$ cat config.mk
export PLATFORM = sky130hd
export DESIGN_NAME = tt_param_counter
export DESIGN_NICKNAME = d
export VERILOG_FILES = /design/src/rtl/tt_cnt_pkg.sv /design/src/rtl/tt_cnt_prescaler.sv /design/src/rtl/tt_param_counter.sv
export SDC_FILE = /design/constraint.sdc
export NUM_CORES = 1
export LEC_CHECK = 0
export ABC_CLOCK_PERIOD_IN_PS = 6290
export BUFFER_PORTS_ARGS = -buffer_cell sky130_fd_sc_hd__buf_2
export CAP_MARGIN = 25
export CORE_AREA = 2 2 55 52
export CTS_BUF_LIST = sky130_fd_sc_hd__clkbuf_16
export DETAILED_ROUTE_END_ITERATION = 10
export DIE_AREA = 0 0 57 54
export GPL_ROUTABILITY_DRIVEN = 0
export GPL_TIMING_DRIVEN = 0
export PLACE_DENSITY = 0.84
export SLEW_MARGIN = 0
export SYNTH_ARGS = -nofsm -noshare
export SYNTH_HDL_FRONTEND = slang
export SYNTH_SLANG_ARGS = --single-unit
$ cat constraint.sdc
create_clock -name clk -period 6.29 [get_ports clk]
set_input_delay 0.629 -clock clk [delete_from_list [all_inputs] [get_ports clk]]
set_output_delay 0.629 -clock clk [all_outputs]
set_load 0.02 [all_outputs]
$ cat src/rtl/tt_cnt_pkg.sv
// Shared types and helpers for the tt_param_counter tile.
package tt_cnt_pkg;

  typedef enum logic [1:0] {
    IDLE = 2'd0,
    RUN  = 2'd1,
    DONE = 2'd2
  } state_t;

  localparam logic DIR_UP = 1'b1;
  localparam logic DIR_DN = 1'b0;

  // Saturate a value to the terminal value; callers size to their own width.
  function automatic logic [15:0] clamp_val(input logic [15:0] val, input logic [15:0] max_val);
    return (val > max_val) ? max_val : val;
  endfunction

endpackage

$ cat src/rtl/tt_cnt_prescaler.sv
// Tick generator: one tick every div_i+1 enabled RUN cycles.
// Only instantiated when CNT_PRESCALE_EN is defined.
module tt_cnt_prescaler #(
  parameter int unsigned PRESC_W = 4
) (
  input  logic               clk,
  input  logic               rst_n,
  input  logic               clr_i,
  input  logic               run_i,
  input  logic               en_i,
  input  logic [PRESC_W-1:0] div_i,
  output logic               tick_o
);

  logic [PRESC_W-1:0] presc_q;

  assign tick_o = run_i && en_i && (presc_q == div_i);

  always_ff @(posedge clk or negedge rst_n) begin
    if (!rst_n) begin
      presc_q <= '0;
    end else if (clr_i || tick_o) begin
      presc_q <= '0;
    end else if (run_i && en_i) begin
      presc_q <= presc_q + 1'b1;
    end
  end

endmodule

$ cat src/rtl/tt_param_counter.sv
// Parametrised up/down counter/timer with IDLE/RUN/DONE run control.
// Optional prescaler and presc_div port are enabled by defining CNT_PRESCALE_EN.
module tt_param_counter
  import tt_cnt_pkg::*;
#(
  parameter int unsigned WIDTH   = 8,
  parameter int unsigned MAX_VAL = 2**WIDTH - 1,
  parameter int unsigned PRESC_W = 4
) (
  input  logic               clk,
  input  logic               rst_n,
  input  logic               clr,
  input  logic               load,
  input  logic [WIDTH-1:0]   load_val,
  input  logic               start,
  input  logic               stop,
  input  logic               en,
  input  logic               dir,
  input  logic               oneshot,
  input  logic               out_en,
`ifdef CNT_PRESCALE_EN
  input  logic [PRESC_W-1:0] presc_div,
`endif
  output logic [WIDTH-1:0]   count,
  output logic [WIDTH-1:0]   data_out,
  output logic               data_oe,
  output logic               tc,
  output logic               ovf,
  output logic               busy
);

  if (WIDTH < 2 || WIDTH > 16 || MAX_VAL < 1 || MAX_VAL > 2**WIDTH - 1 || PRESC_W < 1)
  begin : g_param_check
    $error("tt_param_counter: unsupported parameter combination");
  end

  localparam logic [WIDTH-1:0] MAX_C = WIDTH'(MAX_VAL);

  state_t           state_q;
  logic [WIDTH-1:0] count_q;
  logic             tc_q;
  logic             ovf_q;

  logic             tick;
  logic             step;
  logic             stop_fire;
  logic             start_fire;
  logic [15:0]      load_clamp16;
  logic [WIDTH-1:0] load_clamped;
  logic [WIDTH-1:0] count_step;
  logic             wrap;
  logic             hit_term;

  assign load_clamp16 = clamp_val(16'(load_val), 16'(MAX_VAL));
  assign load_clamped = load_clamp16[WIDTH-1:0];

  // stop beats start; start is a no-op while already running.
  assign stop_fire  = stop && (state_q == RUN);
  assign start_fire = start && !stop && (state_q != RUN);

`ifdef CNT_PRESCALE_EN
  tt_cnt_prescaler #(
    .PRESC_W (PRESC_W)
  ) u_prescaler (
    .clk    (clk),
    .rst_n  (rst_n),
    .clr_i  (clr || load || start_fire),
    .run_i  (state_q == RUN),
    .en_i   (en),
    .div_i  (presc_div),
    .tick_o (tick)
  );
`else
  assign tick = 1'b1;
`endif

  assign step = (state_q == RUN) && en && tick;

  // NOTE: every signal assigned in always_comb gets a default first, so no path
  // leaves it unassigned and no latch is inferred.
  always_comb begin
    wrap       = 1'b0;
    count_step = count_q;
    if (dir == DIR_UP) begin
      wrap       = (count_q == MAX_C);
      count_step = wrap ? '0 : count_q + 1'b1;
    end else begin
      wrap       = (count_q == '0);
      count_step = wrap ? MAX_C : count_q - 1'b1;
    end
    hit_term = oneshot && (count_step == ((dir == DIR_UP) ? MAX_C : '0));
  end

  // NOTE: sequential state uses non-blocking (<=) so all registers update
  // together from pre-edge values, independent of statement order.
  always_ff @(posedge clk or negedge rst_n) begin
    if (!rst_n) begin
      state_q <= IDLE;
      count_q <= '0;
      tc_q    <= 1'b0;
      ovf_q   <= 1'b0;
    end else begin
      tc_q <= 1'b0;
      if (clr) begin
        state_q <= IDLE;
        count_q <= '0;
        ovf_q   <= 1'b0;
      end else if (load) begin
        count_q <= load_clamped;
      end else if (stop_fire) begin
        state_q <= IDLE;
      end else if (start_fire) begin
        state_q <= RUN;
        if (state_q == DONE) begin
          count_q <= (dir == DIR_UP) ? '0 : MAX_C;
        end
      end else if (step) begin
        count_q <= count_step;
        if (wrap) begin
          ovf_q <= 1'b1;
        end
        // One-shot pulses only on reaching the terminal; periodic on every wrap.
        tc_q <= oneshot ? hit_term : wrap;
        if (hit_term) begin
          state_q <= DONE;
        end
      end
    end
  end

  assign count    = count_q;
  assign data_out = out_en ? count_q : '0;
  assign data_oe  = out_en;
  assign tc       = tc_q;
  assign ovf      = ovf_q;
  assign busy     = (state_q == RUN);

endmodule

# After elaboration in Yosys (flattened, before gate mapping)

Index checks and enable logic that the tools add are counted.
Widths: inputs -> output; s select.

Flip-flop bits (word level): 12
Output and inout port bits: 20
Logic and storage cells: 62

$add $sub $neg: 2
Equal/unequal tests: 10
Mux-type cells: 31
Reductions and logical operators: 15

Operator list:

| operator            | number |
|---|---|
| $mux 8              | 12 |
| $mux 1              | 13 |
| $mux 2              | 6 |
| $reduce_bool 4->1   | 3 |
| $add 8x1->8 const B | 1 |
| $eq 8x8->1          | 1 |
| $eq 8x8->1 const B  | 1 |
| $logic_not 8->1     | 1 |
| $sub 8x1->8 const B | 1 |
| $ne 2x2->1 const B  | 3 |
| $reduce_and 3->1    | 2 |
| $logic_and 1x1->1   | 5 |
| $reduce_and 5->1    | 1 |
| $ne 4x3->1 const B  | 1 |
| $reduce_bool 2->1   | 2 |
| $ne 3x3->1 const B  | 1 |
| $eq 2x1->1 const B  | 1 |
| $eq 2x2->1 const B  | 1 |
| $ne 2x1->1 const B  | 1 |
| $logic_not 1->1     | 1 |

# Depth between registers and ports, before layout

Depth after elaboration: 11
Depth in mapped cells: 9
Mapped depth without buffers: 8

# Least setup slack after synthesis

Ideal clock, no wire load.

Path kind: reg-to-reg
From: reg count_q[0], in the netlist count[0]
To: reg state_q[0]
Library setup time: 124 ps
Arrival time: 2076 ps
Required time: 6166 ps
Slack: 4090 ps
Cell stages (with the launch flop): 10
Path buffers: 1
Cells stage by stage: dfrtp_1 -> buf_2 -> inv_1 -> ha_1 -> nor3b_2 -> nor4_1 -> a311o_1 -> and4_1 -> a31oi_1 -> o31a_1

Cells in the longest elaborated chain, start to end: 7
Elaborated cells between the ends (all ways): 11
Those cells by class: 2 x add/sub; 2 x eq/ne; 3 x mux; 4 x reduce/logical

Ends and longest elaborated chain:

| item                                 | line                                           | text |
|---|---|---|
| from (decl)                          | tt_param_counter.sv:40                         | `logic [WIDTH-1:0] count_q;` |
| from (signal assigned)               | tt_param_counter.sv:109                        | `count_q <= load_clamped;` |
| from (signal assigned)               | tt_param_counter.sv:115                        | `count_q <= (dir == DIR_UP) ? '0 : MAX_C;` |
| from (signal assigned)               | tt_param_counter.sv:118                        | `count_q <= count_step;` |
| $sub 8x1->8 (tied with other cells)  | tt_param_counter.sv:89                         | `count_step = wrap ? MAX_C : count_q - 1'b1;` |
| $mux 8, on equally long branches     | tt_param_counter.sv:89, tt_param_counter.sv:86 |  |
| $mux 8 *                             | tt_param_counter.sv:84                         | `if (dir == DIR_UP) begin` |
| $eq 8x8->1 *                         | tt_param_counter.sv:91                         | `hit_term = oneshot && (count_step == ((dir == DIR_UP) ? MAX_C : '0));` |
| $logic_and 1x1->1 *                  | tt_param_counter.sv:91                         |  |
| $reduce_bool 4->1 (no source line) * | --                                             |  |
| $reduce_and 3->1 (no source line) *  | --                                             |  |
| to (signal assigned)                 | tt_param_counter.sv:98                         | `state_q <= IDLE;` |
| to (signal assigned)                 | tt_param_counter.sv:105                        | `state_q <= IDLE;` |
| to (signal assigned)                 | tt_param_counter.sv:111                        | `state_q <= IDLE;` |
| to (decl)                            | tt_param_counter.sv:39                         | `state_t state_q;` |

Every way passes the cells marked *; elsewhere a longest branch is shown, timed or not.
A chain may end at the register's enable or synchronous reset.

# Final worst setup path

Ends and elaborated chain as after synthesis.

==> flow_metrics.py <==
metrics = {
    "setup_path": {
        "worstPathRequired_ns": 6.42,
        "worstPathArrival_ns": 2.55,
        "reg2reg_to": "state_q[0]",
        "r2r_cells": 9,
        "critPathSlowestCell": "dfrtp_1",
        "cpPeakStageDelay_ns": 0.39,
        "path_cells": "buf_2 > inv_1 > ha_1 > nor3b_2 > a21oi_1 > a21oi_1 > a211oi_1 > a31oi_1 > o31a_1",
        "crit_fanout": 10,
        "start_kind": "flip-flop",
        "cp-end-kind": "flip-flop",
        "cpMostUsedCell": "a21oi_1",
        "reg2reg_slack_ns": 3.86,
        "path_class": "reg -> reg",
        "r2r_start": "count[0]",
    },
    "final_layout": {
        "fin_nets": 233,
        "nFillCells": 257,
        "syn_to_final_growth_pct": 22.8,
        "final_common_cell": "buf_2",
        "diodes": 0,
        "drive_gt1_frac": 0.275,
        "mostFrequentLayoutCells": "buf_2, nor2_1, dfrtp_1, nand2_1, a21oi_1",
    },
    "run": {
        "max_cap_viol_count": 0,
    },
    "synthesis": {
        "yosysWarnings": 0,
        "async_flop_share": 1.00,
        "synthFlopType": "dfrtp_1",
        "synthCells": 170,
        "ys_seq_elements": 12,
        "ys_types": 57,
        "synth_area_per_cell_sq_um": 7.79,
        "ys_seq_area_frac": 0.227,
        "synth_edf_count": 0,
        "syn_nets": 191,
        "syn_area_sq_um": 1320,
    },
    "clocking": {
        "cts_tree": "yes",
        "cts_resized": 0,
        "clockBufferDepth": 2,
        "numCtsBuffers": 3,
        "htreeDepth": 1,
        "cts_hold_buf": 0,
        "clk_pin_slew_ns": 0.05,
        "clock_latency_ns": 0.24,
        "cts_setup_buffers": 0,
        "cts_root_buf": "clkbuf_16",
        "cts.sinks": 12,
    },
    "timing": {
        "slew_headroom": 0.594,
        "hold_viol_final": 0,
        "fmax_mhz": 412,
        "grt_setup_unrepaired": "false",
        "setup_violations": 0,
        "fin_crit_ns": 2.43,
        "fin_setup_tns_ns": 0,
        "period_share": 0.386,
        "hold_slack_ns": 0.260,
        "worstMarginPinSlew_ns": 0.607,
        "finClkSkew_ns": 0.00252,
        "final_max_slew_viol_count": 0,
    },
    "global_route": {
        "grt_util_all_layers": 0.253,
        "grt-ovfl-total": 0,
        "grt_pass1_vias": 1280,
        "grt_max_degree": 13,
        "antenna_found_initial": 0,
        "grt_pass1_wl_um": 6020,
    },
    "run_status": {
        "outcome": "complete, no violations",
    },
    "drt": {
        "drt-wirelength-per-cell_um": 14.9,
        "drt_iter0_markers": 98,
        "first_pass_iters": 4,
        "vias_per_cell": 6.03,
        "drt_wl_total_um": 3580,
        "vias": 1454,
        "drt_drc_violations_left": 0,
        "ant_nets": 0,
    },
    "place": {
        "port_buffers": 37,
        "dp.final_hpwl_um": 2690,
    },
    "floorplanning": {
        "dieHeight_um": 54,
        "dieArea_sq_um": 3080,
        "start_util": 0.516,
        "die_w_um": 57,
        "coreArea_sq_um": 2570,
        "rows": 18,
        "io_pins": 38,
    },
    "hold_path": {
        "hold_class": "in -> async",
    },
    "pwr": {
        "ir_drop_mv": 0.181,
        "leakagePower_nw": 0.746,
        "p_per_area_nw_per_um2": 205,
    },
}
==> cell type report <==
| class | instances | area [sq um] | share of cell area |
|---|---|---|---|
| multi-input combinational | 134 | 907 | 0.558 |
| sequential | 12 | 300 | 0.185 |
| tap | 30 | 37.5 | 0.0231 |
| buffer | 16 | 86.3 | 0.0531 |
| clock inverter | 1 | 3.75 | 0.00231 |
| clock buffer | 3 | 75.1 | 0.0462 |
| inverter | 8 | 30.0 | 0.0185 |
| timing repair buffer | 37 | 185 | 0.114 |
==> sequential cells by signal, indices dropped and copies added (netlist names) <==
name     count
count        8
state_q      2
ovf          1
tc           1
==> routing by layer <==
metal / global-route usage / routed length (um) / up-vias / share of wire
met5: 0 / 0 / - / 0
met3: 0.0337 / 181 / 5 / 0.051
met2: 0.439 / 1710 / 51 / 0.48
met4: 0.0891 / 38 / 0 / 0.011
met1: 0.328 / 1660 / 692 / 0.46
li1: - / - / 706 / -
==> report_power, final <==
part / switching [mW] / leakage [nW] / internal, mW
registers: 0.00563 / 0.160 / 0.0825
clock network: 0.0365 / 0.0385 / 0.0840
logic: 0.0753 / 0.548 / 0.0487
total: 0.117 / 0.746 / 0.215
==> cells by family after synthesis <==
logic type,share of synthesized area
xor+xnor,0.0463
mux,0.00756
compound gates,0.274
fa+ha+maj,0.0284
flops,0.227
simple gates,0.329
buf+inv,0.0879
==> worst max-delay path by stage <==
stage,start,to
floorplan,count[0],state_q[0]
global placement,count[0],state_q[0]
detailed placement,count[0],state_q[0]
CTS,count[0],state_q[0]
global route,count[0],count[0]
finish,count[0],state_q[0]
==> per-stage QoR <==
step / utilization / cells / instance area, sq um / setup slack [ns] / power, mW
5_1_grt: 0.633 / 241 / 1630 / 3.73 / 0.349
3_5_place_dp: 0.602 / 237 / 1550 / 3.95 / 0.210
2_1_floorplan: - / 170 / 1320 / 4.09 / 0.177
4_1_cts: 0.633 / 241 / 1630 / 3.92 / 0.332
6_report: 0.633 / 241 / 1630 / 3.86 / 0.333
3_3_place_gp: 0.602 / 237 / 1550 / 3.94 / 0.209
==> worst max-delay path: cells and delay by family (launching register included) <==
| kind | cells | cell delay [ns] |
|---|---|---|
| AO/OA/AOI/OAI | 5 | 1.19 |
| adder cells (fa/ha/maj) | 1 | 0.22 |
| buffers and inverters | 2 | 0.35 |
| flip-flops | 1 | 0.39 |
| AND/OR/NAND/NOR | 1 | 0.17 |
==> Yosys cell counts, types with 2 or more instances <==
cell type / n / area share
a21oi_1: 9 / 0.034
nand4_1: 3 / 0.014
a21boi_1: 2 / 0.011
xor2_1: 2 / 0.013
nor2_1: 12 / 0.034
a2111oi_0: 3 / 0.020
nor4_1: 2 / 0.0095
dfrtp_1: 12 / 0.23
clkbuf_1: 6 / 0.017
or2_2: 2 / 0.0095
nand3_1: 3 / 0.011
a31oi_1: 6 / 0.028
o22ai_1: 2 / 0.0095
buf_2: 6 / 0.023
nor3b_1: 3 / 0.017
inv_1: 8 / 0.023
and2_1: 8 / 0.038
a22oi_1: 2 / 0.011
xnor2_1: 5 / 0.033
o21ai_1: 4 / 0.015
nor2b_1: 6 / 0.028
o21bai_1: 3 / 0.017
nor3_1: 5 / 0.019
buf_6: 2 / 0.017
nand3b_1: 2 / 0.011
a21o_1: 3 / 0.017
ha_1: 3 / 0.028
o21ai_0: 7 / 0.026
nand2_1: 11 / 0.031
(Power assumes the default switching activity.)
